`src/rtl/ift_sat_counter.sv`:
```
// ift_sat_counter: saturating up-counter; clr with inc in the same cycle lands on 1
module ift_sat_counter #(
  parameter int W = 16
) (
  input  logic         clk,
  input  logic         rst,
  input  logic         inc,
  input  logic         clr,
  output logic [W-1:0] cnt,
  output logic [W-1:0] nxt
);
  assign nxt = clr ? W'(inc) : (inc && cnt != '1) ? cnt + W'(1) : cnt;
  always_ff @(posedge clk)
    if (rst) cnt <= '0;
    else cnt <= nxt;
endmodule

```
`config.mk`:
```
export PLATFORM = sky130hd
export DESIGN_NAME = ift_sat_counter
export DESIGN_NICKNAME = d
export VERILOG_FILES = /design/src/rtl/ift_sat_counter.sv
export SDC_FILE = /design/constraint.sdc
export NUM_CORES = 1
export LEC_CHECK = 0
export BUFFER_PORTS_ARGS = -buffer_cell sky130_fd_sc_hd__buf_2
export CORE_UTILIZATION = 44
export DETAILED_ROUTE_END_ITERATION = 10
export PLACE_DENSITY_LB_ADDON = 0.3
export SYNTH_ARGS = -nofsm -noshare
export SYNTH_HDL_FRONTEND = slang
export SYNTH_SLANG_ARGS = --single-unit
```
`constraint.sdc`:
```
create_clock -name clk -period 1.9 [get_ports clk]
set_input_delay 0.19 -clock clk [delete_from_list [all_inputs] [get_ports clk]]
set_output_delay 0.19 -clock clk [all_outputs]
set_load 0.05 [all_outputs]
```
Word level (Yosys, flattened, before mapping). Index checks and enable logic that the tools add are counted.

Register bits after elaboration: 16. Input port bits: 4. Output and inout bits: 32. Logic and storage cells: 6.

Add/sub/neg operators: 1. Eq/ne operators: 1. Mux-type cells: 2. Reduce and logical (&&, ||, !) cells: 1.

Operator list (count): $mux 16 (2); $add 16x1->16 const B (1); $ne 16x16->1 const B (1); $logic_and 1x1->1 (1).

Longest topological paths before layout. Gate-level depths: netlist of the first run.

Word-level depth: 4. Mapped depth: 5. Depth with buffers taken out: 5.

Worst setup path before layout of the first run. No wires, ideal clock.

Kind: reg2out. Start point: reg cnt[0]. End point: out nxt[7]. Data arrival time: 2.775 ns. Required time: 1.710 ns. Slack: -1.065 ns. Stages on the path, launching flop included: 6. Path buffers: 0. Cells stage by stage: dfxtp_1 > ha_1 > nand3_4 > nor4_4 > nor2_1 > o21ai_0.

Cells in the longest elaborated chain, start to end: 4. Elaborated cells between the ends (all ways): 5. Those cells by class: add/sub: 1; eq/ne: 1; mux: 2; reduce/logical: 1.

RTL lines: from (decl) (line 9) `output logic [W-1:0] cnt,`; from (signal assigned) (line 15) `else cnt <= nxt;`; parallel branches: the longest is 2 deep, another holds $add 16x1->16; $mux 16 * (2 in a row) (line 12) `assign nxt = clr ? W'(inc) : (inc && cnt != '1) ? cnt + W'(1) : cnt;`; to (decl) (line 10) `output logic [W-1:0] nxt`.

Every way passes the cells marked *.

Worst setup path after layout of the first run.
Start point: reg cnt[0]. End point: out nxt[11].

Same word-level chain as after synthesis.

==> impl_metrics.json, run 1 <==
{
  "rsz0062_at_grt": "true",
  "ys_ff_latch": 16,
  "end_kind": "output port",
  "setup_viol": 18,
  "hpwl_mm": 2.36,
  "fin_tns_setup_ps": -5520,
  "syn-num-nets": 131,
  "register_area_um2": 378,
  "routed_wl_mm": 5.65,
  "synth_fa_ha_area_frac": 0.0113,
  "clockBufferDepth": 2,
  "fin_ws_ps": -476,
  "routabilityCongestion": 0.819,
  "core_um2": 2300,
  "portBuffers": 35,
  "p_sw_mw": 0.203,
  "slew_viol_final": 0,
  "cts_tree": "built",
  "status": "complete, but fails checks",
  "slew-limit-headroom": 0.643,
  "synth_top_family_by_area": "simple AND/OR/NAND/NOR gates",
  "diodes": 0,
  "power.internal_mw": 0.440,
  "antenna_found_initial": 0,
  "routedWlPerCell_um": 23.4,
  "critical_path_class": "flop to output port",
  "clock_latency_ps": 310,
  "seq_area_frac_synth": 0.290,
  "fin_crit_ps": 2380,
  "arrival_ps": 2190,
  "yosys_warnings": 0,
  "grt_max_degree": 17,
  "power_mw": 0.642,
  "crit_fanout": 4,
  "cap_violations": 0,
  "clkPwrFrac": 0.319,
  "violations": "negative setup slack",
  "fillers": 51,
  "ctsHoldBuffers": 0,
  "start_util": 0.481,
  "rows": 17,
  "yosys.area_share.simple": 0.420,
  "num_vias": 1574,
  "period_share": 1.25,
  "clk_pin_slew_ps": 100,
  "synth.mux.area_fraction": 0.0882,
  "top_regs": "cnt x16",
  "top_register": "cnt",
  "layout_common_cells": "buf_4, buf_2, buf_6",
  "cts.sinks": 16,
  "ant_nets": 0,
  "synth_ff_type": "dfxtp_1",
  "largest_reg_flops": 16,
  "track_usage": 0.369,
  "die_h_um": 52.1,
  "avgSynthCellArea_um2": 8.78,
  "min_path_type": "input pin to flop",
  "vias_per_cell": 6.53,
  "seqPwrFrac": 0.498,
  "synth-edff-count": 0,
  "drive_above_1_share": 0.737,
  "finalNetCount": 219,
  "synthesis.area_um2": 1110,
  "combPwrFrac": 0.183,
  "p_per_area_nw_per_um2": 293,
  "r2r_setup_slack_ps": -280,
  "ios": 36,
  "drt_iter0_drc": 108,
  "layout_commonest_cell": "buf_4",
  "synth_xor_area_frac": 0.0238,
  "tightest_slew_ps": 528,
  "numCtsBuffers": 3,
  "hold-worst-slack_ps": 234,
  "die_area_um2": 2720,
  "synthCells": 126,
  "drc": 0,
  "grt_overflow": 0,
  "async_flop_share": 0,
  "start_kind": "flop",
  "hold_violations": 0,
  "multi_input_area_um2": 1050,
  "timing.fmax_mhz": 421,
  "htree_levels": 1,
  "cp_data_required_time_ps": 1710,
  "fp.dieW_um": 52.1,
  "ir_drop_mv": 0.523,
  "p_leak_nw": 0.980,
  "fin_util": 0.955,
  "grt_pass1_wl_mm": 7.18,
  "dr.pass1.iters": 6,
  "yosys.cell_types.count": 45,
  "stdcell_area_um2": 2190,
  "placed_cell_area_um2": 1550,
  "area_growth_pct": 98.4,
  "synth_compound_area_frac": 0.149,
  "finalClockSkew_ps": 3.01,
  "sw_frac_of_total": 0.316,
  "root_buffer": "clkbuf_4",
  "grt_pass1_vias": 1399
}
-- power by group through the flow --
stage | logic (mW) | clock network (mW) | registers [mW]
detailed placement | 0.0764 | 0 | 0.329
floorplan | 0.0491 | 0 | 0.336
finish | 0.118 | 0.205 | 0.320
global route | 0.121 | 0.216 | 0.320
CTS | 0.0900 | 0.197 | 0.320
global placement | 0.0756 | 0 | 0.328
-- path summary, 6_finish.rpt --
check,from,to,depth (start not counted)
setup / recovery,cnt[0],nxt[11],9
hold / removal,rst,cnt[13],3
setup reg to reg,cnt[0],cnt[12],12
hold reg to reg,cnt[15],cnt[15],2
-- cell families (layout without fill, tap and decap cells) --
logic type	after synthesis	after routing
mux	9	9
buf+inv	5	92
compound gates	22	22
xor+xnor	3	3
flops	16	16
simple gates	70	70
fa+ha+maj	1	1
-- layout make-up --
| type | count | share of cell area |
|---|---|---|
| clock buffer | 3 | 0.0103 |
| multi-input combinational | 105 | 0.481 |
| inverter | 1 | 0.00171 |
| sequential | 16 | 0.172 |
| tap | 28 | 0.0160 |
| timing repair buffer | 87 | 0.318 |
| clock inverter | 1 | 0.00171 |
-- Yosys cell counts, types with 3 or more instances --
master / instances / area (µm²)
nor2_1: 23 / 86.3
dfxtp_1: 16 / 320
nand2_1: 9 / 33.8
o21ai_0: 8 / 40.0
mux2i_1: 6 / 60.1
a21oi_1: 5 / 25.0
nand3_1: 5 / 25.0
or3_1: 4 / 25.0
clkbuf_1: 3 / 11.3
nor2b_1: 3 / 18.8
-- routing by layer --
| layer | GRT usage | share of wire | routed length, µm |
|---|---|---|---|
| met5 | 0 | 0 | 0 |
| met4 | 0.171 | 0.083 | 468 |
| met3 | 0.0643 | 0.11 | 594 |
| met2 | 0.611 | 0.46 | 2590 |
| met1 | 0.459 | 0.35 | 1990 |
-- through the flow --
stage | cells | setup slack [ps]
after floorplan | 126 | 14.4
after global placement | 197 | 1.01
after detailed placement | 197 | -32.1
after CTS | 229 | -342
after global routing | 241 | -497
final | 241 | -476
-- critical path, cell delays in order, from the launching register on --
cell and delay [ps]:
dfxtp_4 380, ha_4 160, nand3_4 120, buf_4 170, buf_6 120, buf_4 130, o21ai_0 270, mux2i_1 190
nor2_2 130, buf_4 220
-- repair_timing --
action / 4_1_cts / 5_1_grt
gates cloned: 0 / 0
setup endpoints to repair: 15 / 17
resized for setup: 56 / 21
setup buffers: 29 / 12
pin swaps: 11 / 11
No activity file was read; power rests on OpenSTA's default activity.
==> run 2: changes to the inputs <==
- GPL_ROUTABILITY_DRIVEN: not set -> 0
- MAX_ROUTING_LAYER: not set -> met4
- PLACE_DENSITY: not set -> 0.8
- PLACE_DENSITY_LB_ADDON: 0.3 -> not set
==> impl_metrics.json, run 2 (synthesis results as in run 1) <==
{
  "status": "complete, but fails checks",
  "violations": "negative setup slack",
  "p_sw_mw": 0.203,
  "drc": 0,
  "period_share": 1.18,
  "power_mw": 0.646,
  "slew-limit-headroom": 0.748,
  "path_delay_family": "simple AND/OR/NAND/NOR gates",
  "power.internal_mw": 0.443,
  "max_stage_delay_ps": 390,
  "grt_max_degree": 13,
  "cp_data_required_time_ps": 1710,
  "root_buffer": "clkbuf_4",
  "tightest_slew_ps": 374,
  "fin_crit_ps": 2230,
  "track_usage": 0.345,
  "p_per_area_nw_per_um2": 305,
  "top_regs": "cnt x16",
  "p_leak_nw": 0.901,
  "clockBufferDepth": 2,
  "sw_frac_of_total": 0.314,
  "crit_fanout": 3,
  "use_met2": 0.551,
  "start_util": 0.481,
  "cts_tree": "built",
  "drive_above_1_share": 0.743,
  "vias_per_cell": 6.16,
  "slew_viol_final": 0,
  "layout_commonest_cell": "buf_4",
  "dr.pass1.iters": 4,
  "combPwrFrac": 0.174,
  "grt_pass1_wl_mm": 6.55,
  "met3_usage": 0.0439,
  "clkPwrFrac": 0.333,
  "fp.dieW_um": 52.1,
  "grt_overflow": 0,
  "layout_common_cells": "buf_4, buf_2, buf_6",
  "seqPwrFrac": 0.493,
  "setup_viol": 17,
  "fin_util": 0.923,
  "rows": 17,
  "antenna_found_initial": 0,
  "start_kind": "flop",
  "portBuffers": 35,
  "numCtsBuffers": 3,
  "largest_reg_flops": 16,
  "die_area_um2": 2720,
  "core_um2": 2300,
  "grt.busiest_layer": "met2",
  "ctsHoldBuffers": 0,
  "use_met1": 0.424,
  "fin_ws_ps": -334,
  "cts.sinks": 16,
  "min_path_type": "input pin to flop",
  "area_growth_pct": 91.7,
  "clock_latency_ps": 320,
  "routedWlPerCell_um": 20.9,
  "finalClockSkew_ps": 11.9,
  "arrival_ps": 2040,
  "num_vias": 1417,
  "worst-path-buf-inv": 1,
  "routed_wl_mm": 4.82,
  "diodes": 0,
  "cp_cell_sequence": "ha_4 -> nand3_4 -> nor4_4 -> mux2_4 -> o22a_4 -> buf_6",
  "end_kind": "output port",
  "ios": 36,
  "hpwl_mm": 2.41,
  "drt_iter0_drc": 28,
  "die_h_um": 52.1,
  "ant_nets": 0,
  "clk_pin_slew_ps": 100,
  "fillers": 86,
  "top_register": "cnt",
  "ir_drop_mv": 0.423,
  "rsz0062_at_grt": "true",
  "cp_slowest_cell": "nor4_4",
  "cap_violations": 0,
  "htree_levels": 1,
  "hold_violations": 0,
  "grt_pass1_vias": 1312,
  "critical_path_class": "flop to output port",
  "timing.fmax_mhz": 448,
  "finalNetCount": 208
}
## run 2: final timing paths
check / depth (start not counted) / slack [ps] / start / endpoint
worst max-delay path: 6 / -330 / cnt[0] / nxt[0]
worst min-delay path: 3 / 220 / rst / cnt[0]
worst max register to register: 11 / -20 / cnt[0] / cnt[10]
worst min register to register: 2 / 560 / cnt[15] / cnt[15]
## run 2: metrics by stage
step	instances	area [µm²]	worst slack, ps	hold slack (ps)	setup TNS, ps
global route	230	2120	-396	225	-4380
floorplan	126	1270	14.4	345	0
detailed placement	200	1570	-42.8	514	-55.7
finish	230	2120	-334	219	-3470
global placement	200	1570	12.6	506	0
CTS	223	1930	-328	206	-3210
## run 2: what timing repair did
item	CTS	global route
buffers inserted	20	9
pin swaps	18	15
gates resized for setup	50	32
setup endpoints to repair	15	17
## run 2: power by group through the flow
stage	clock [mW]	sequential (mW)	combinational [mW]
6_report	0.215	0.319	0.112
5_1_grt	0.223	0.319	0.117
4_1_cts	0.216	0.319	0.102
3_5_place_dp	0	0.328	0.0841
3_3_place_gp	0	0.327	0.0815
2_1_floorplan	0	0.336	0.0491
## run 2: cell type report
type,instances,area [µm²],share of cell area
tap,28,35.0,0.0165
inverter,1,3.75,0.00177
clock buffer,4,26.3,0.0124
sequential,16,380,0.179
timing repair buffer,76,604,0.285
multi-input combinational,105,1070,0.505
## run 2: per-layer routing
metal  up-vias  wire, µm
met5         -         0
met3        18       342
met2        76      2430
met4         0       158
met1       702      1890
li1        621         -
## run 2: tightest hold or removal path: stages
cell	delay, ps
buf_2	130
inv_1	50
o221a_1	120
==> run 3: changes to the inputs <==
- REMOVE_ABC_BUFFERS: not set -> 1
==> impl_metrics.json, run 3 (synthesis results as in run 1) <==
{
  "status": "complete, but fails checks",
  "violations": "negative setup slack",
  "p_per_area_nw_per_um2": 341,
  "num_vias": 1447,
  "highest_layer": "met4",
  "slew_viol_final": 0,
  "cp_data_required_time_ps": 1710,
  "routedWlPerCell_um": 21.3,
  "timing.rr.end": "cnt[14]",
  "fp.dieW_um": 52.1,
  "min_path_type": "input pin to flop",
  "ir_drop_mv": 0.370,
  "fillers": 111,
  "met2_wirelength_mm": 2.47,
  "fin_crit_ps": 2320,
  "vias_per_cell": 6.18,
  "p_leak_nw": 0.934,
  "rows": 17,
  "antenna_found_initial": 0,
  "routed_wl_mm": 4.98,
  "top_regs": "cnt x16",
  "clockBufferDepth": 2,
  "end_kind": "output port",
  "r2r_cells": 7,
  "fin_tns_setup_ps": -4360,
  "ios": 36,
  "root_buffer": "clkbuf_4",
  "arrival_ps": 2130,
  "slew-limit-headroom": 0.720,
  "grt_overflow": 0,
  "largest_reg_flops": 16,
  "ctsHoldBuffers": 0,
  "die_h_um": 52.1,
  "dp.cells": 210,
  "grt_max_degree": 15,
  "multi_input_area_um2": 907,
  "start_util": 0.481,
  "drt_iter0_drc": 63,
  "timing.fmax_mhz": 431,
  "grt_pass1_vias": 1310,
  "ant_nets": 0,
  "core_um2": 2300,
  "place_ws_ps": -84.5,
  "drc": 0,
  "htree_levels": 1,
  "wl_met3_um": 370,
  "crit_start": "cnt[1]",
  "register_area_um2": 358,
  "r2r-start": "cnt[5]",
  "fin_ws_ps": -419,
  "cts_tree": "built",
  "setup_viol": 16,
  "die_area_um2": 2720,
  "dr.pass1.iters": 5,
  "layout_commonest_cell": "buf_4",
  "numCtsBuffers": 3,
  "critical_path_class": "flop to output port",
  "period_share": 1.22,
  "fin_cells": 234,
  "grt_pass1_wl_mm": 6.45,
  "m1WireLength_mm": 1.82,
  "cts.sinks": 16,
  "r2r_setup_slack_ps": 130,
  "power_mw": 0.674,
  "tightest_slew_ps": 414,
  "hpwl_mm": 2.35,
  "endpoint": "nxt[3]",
  "clk_pin_slew_ps": 110,
  "portBuffers": 35,
  "hold_violations": 0,
  "crit_fanout": 4,
  "cap_violations": 0,
  "rsz0062_at_grt": "true",
  "clock_latency_ps": 320,
  "diodes": 0,
  "top_register": "cnt",
  "area_growth_pct": 78.6,
  "hold-worst-slack_ps": 188,
  "finalNetCount": 212,
  "start_kind": "flop",
  "track_usage": 0.343,
  "layout_common_cells": "buf_4, nor2_1, buf_6",
  "drive_above_1_share": 0.646,
  "finalClockSkew_ps": 8.42
}
## run 3: cell types whose count changed in the layout (fill, tap and decap cells not counted), moves of 3 or more
cell / delta
nor2_4: -7
nor2_2: -3
dfxtp_4: -7
buf_4: +5
dfxtp_1: +4
a21oi_4: -3
buf_6: +3
nor2_1: +10
dfxtp_2: +3
## run 3: critical path: stages (launching register included)
cell	delay, ps
dfxtp_4	380
ha_4	160
nand3_4	110
o41ai_4	510
o21ai_1	220
a21oi_2	190
buf_4	220
## run 3: metal layers
metal / vias to the layer above / track usage
met2: 104 / 0.583
met1: 684 / 0.363
li1: 628 / -
met3: 31 / 0.0731
met5: - / -
met4: 0 / 0.206
## run 3: report_power, final
group	switching (mW)	internal (mW)	leakage [nW]
logic	0.0582	0.0329	0.776
clock network	0.137	0.118	0.0210
registers	0.00246	0.326	0.138
## run 3: cell type report
cell class	count	area share
clock buffers	4	0.0184
multi-input cells	105	0.459
repair buffers	80	0.322
flip-flops and latches	16	0.181
inverters	1	0.00190
well taps	28	0.0177
## run 3: what timing repair did
item                                    CTS  global route
endpoints found under the hold margin     0             0
endpoints found under the setup margin   16            16
resized for setup                        61            33
buffers inserted                         13             9
pin swaps                                16            16
## run 3: worst min path at each step
stage	slack, ps	depth (start not counted)	endpoint	from
6_report	190	3	cnt[13]	rst
3_3_place_gp	520	3	cnt[0]	rst
2_1_floorplan	360	2	cnt[0]	rst
5_1_grt	210	3	cnt[0]	rst
3_5_place_dp	530	3	cnt[0]	rst
4_1_cts	170	3	cnt[0]	rst
## run 3: per-stage QoR
step	instance area, µm²	util
final	1980	0.860
after global routing	1980	0.860
after floorplan	1090	-
after detailed placement	1490	0.648
after CTS	1800	0.783
after global placement	1490	0.648
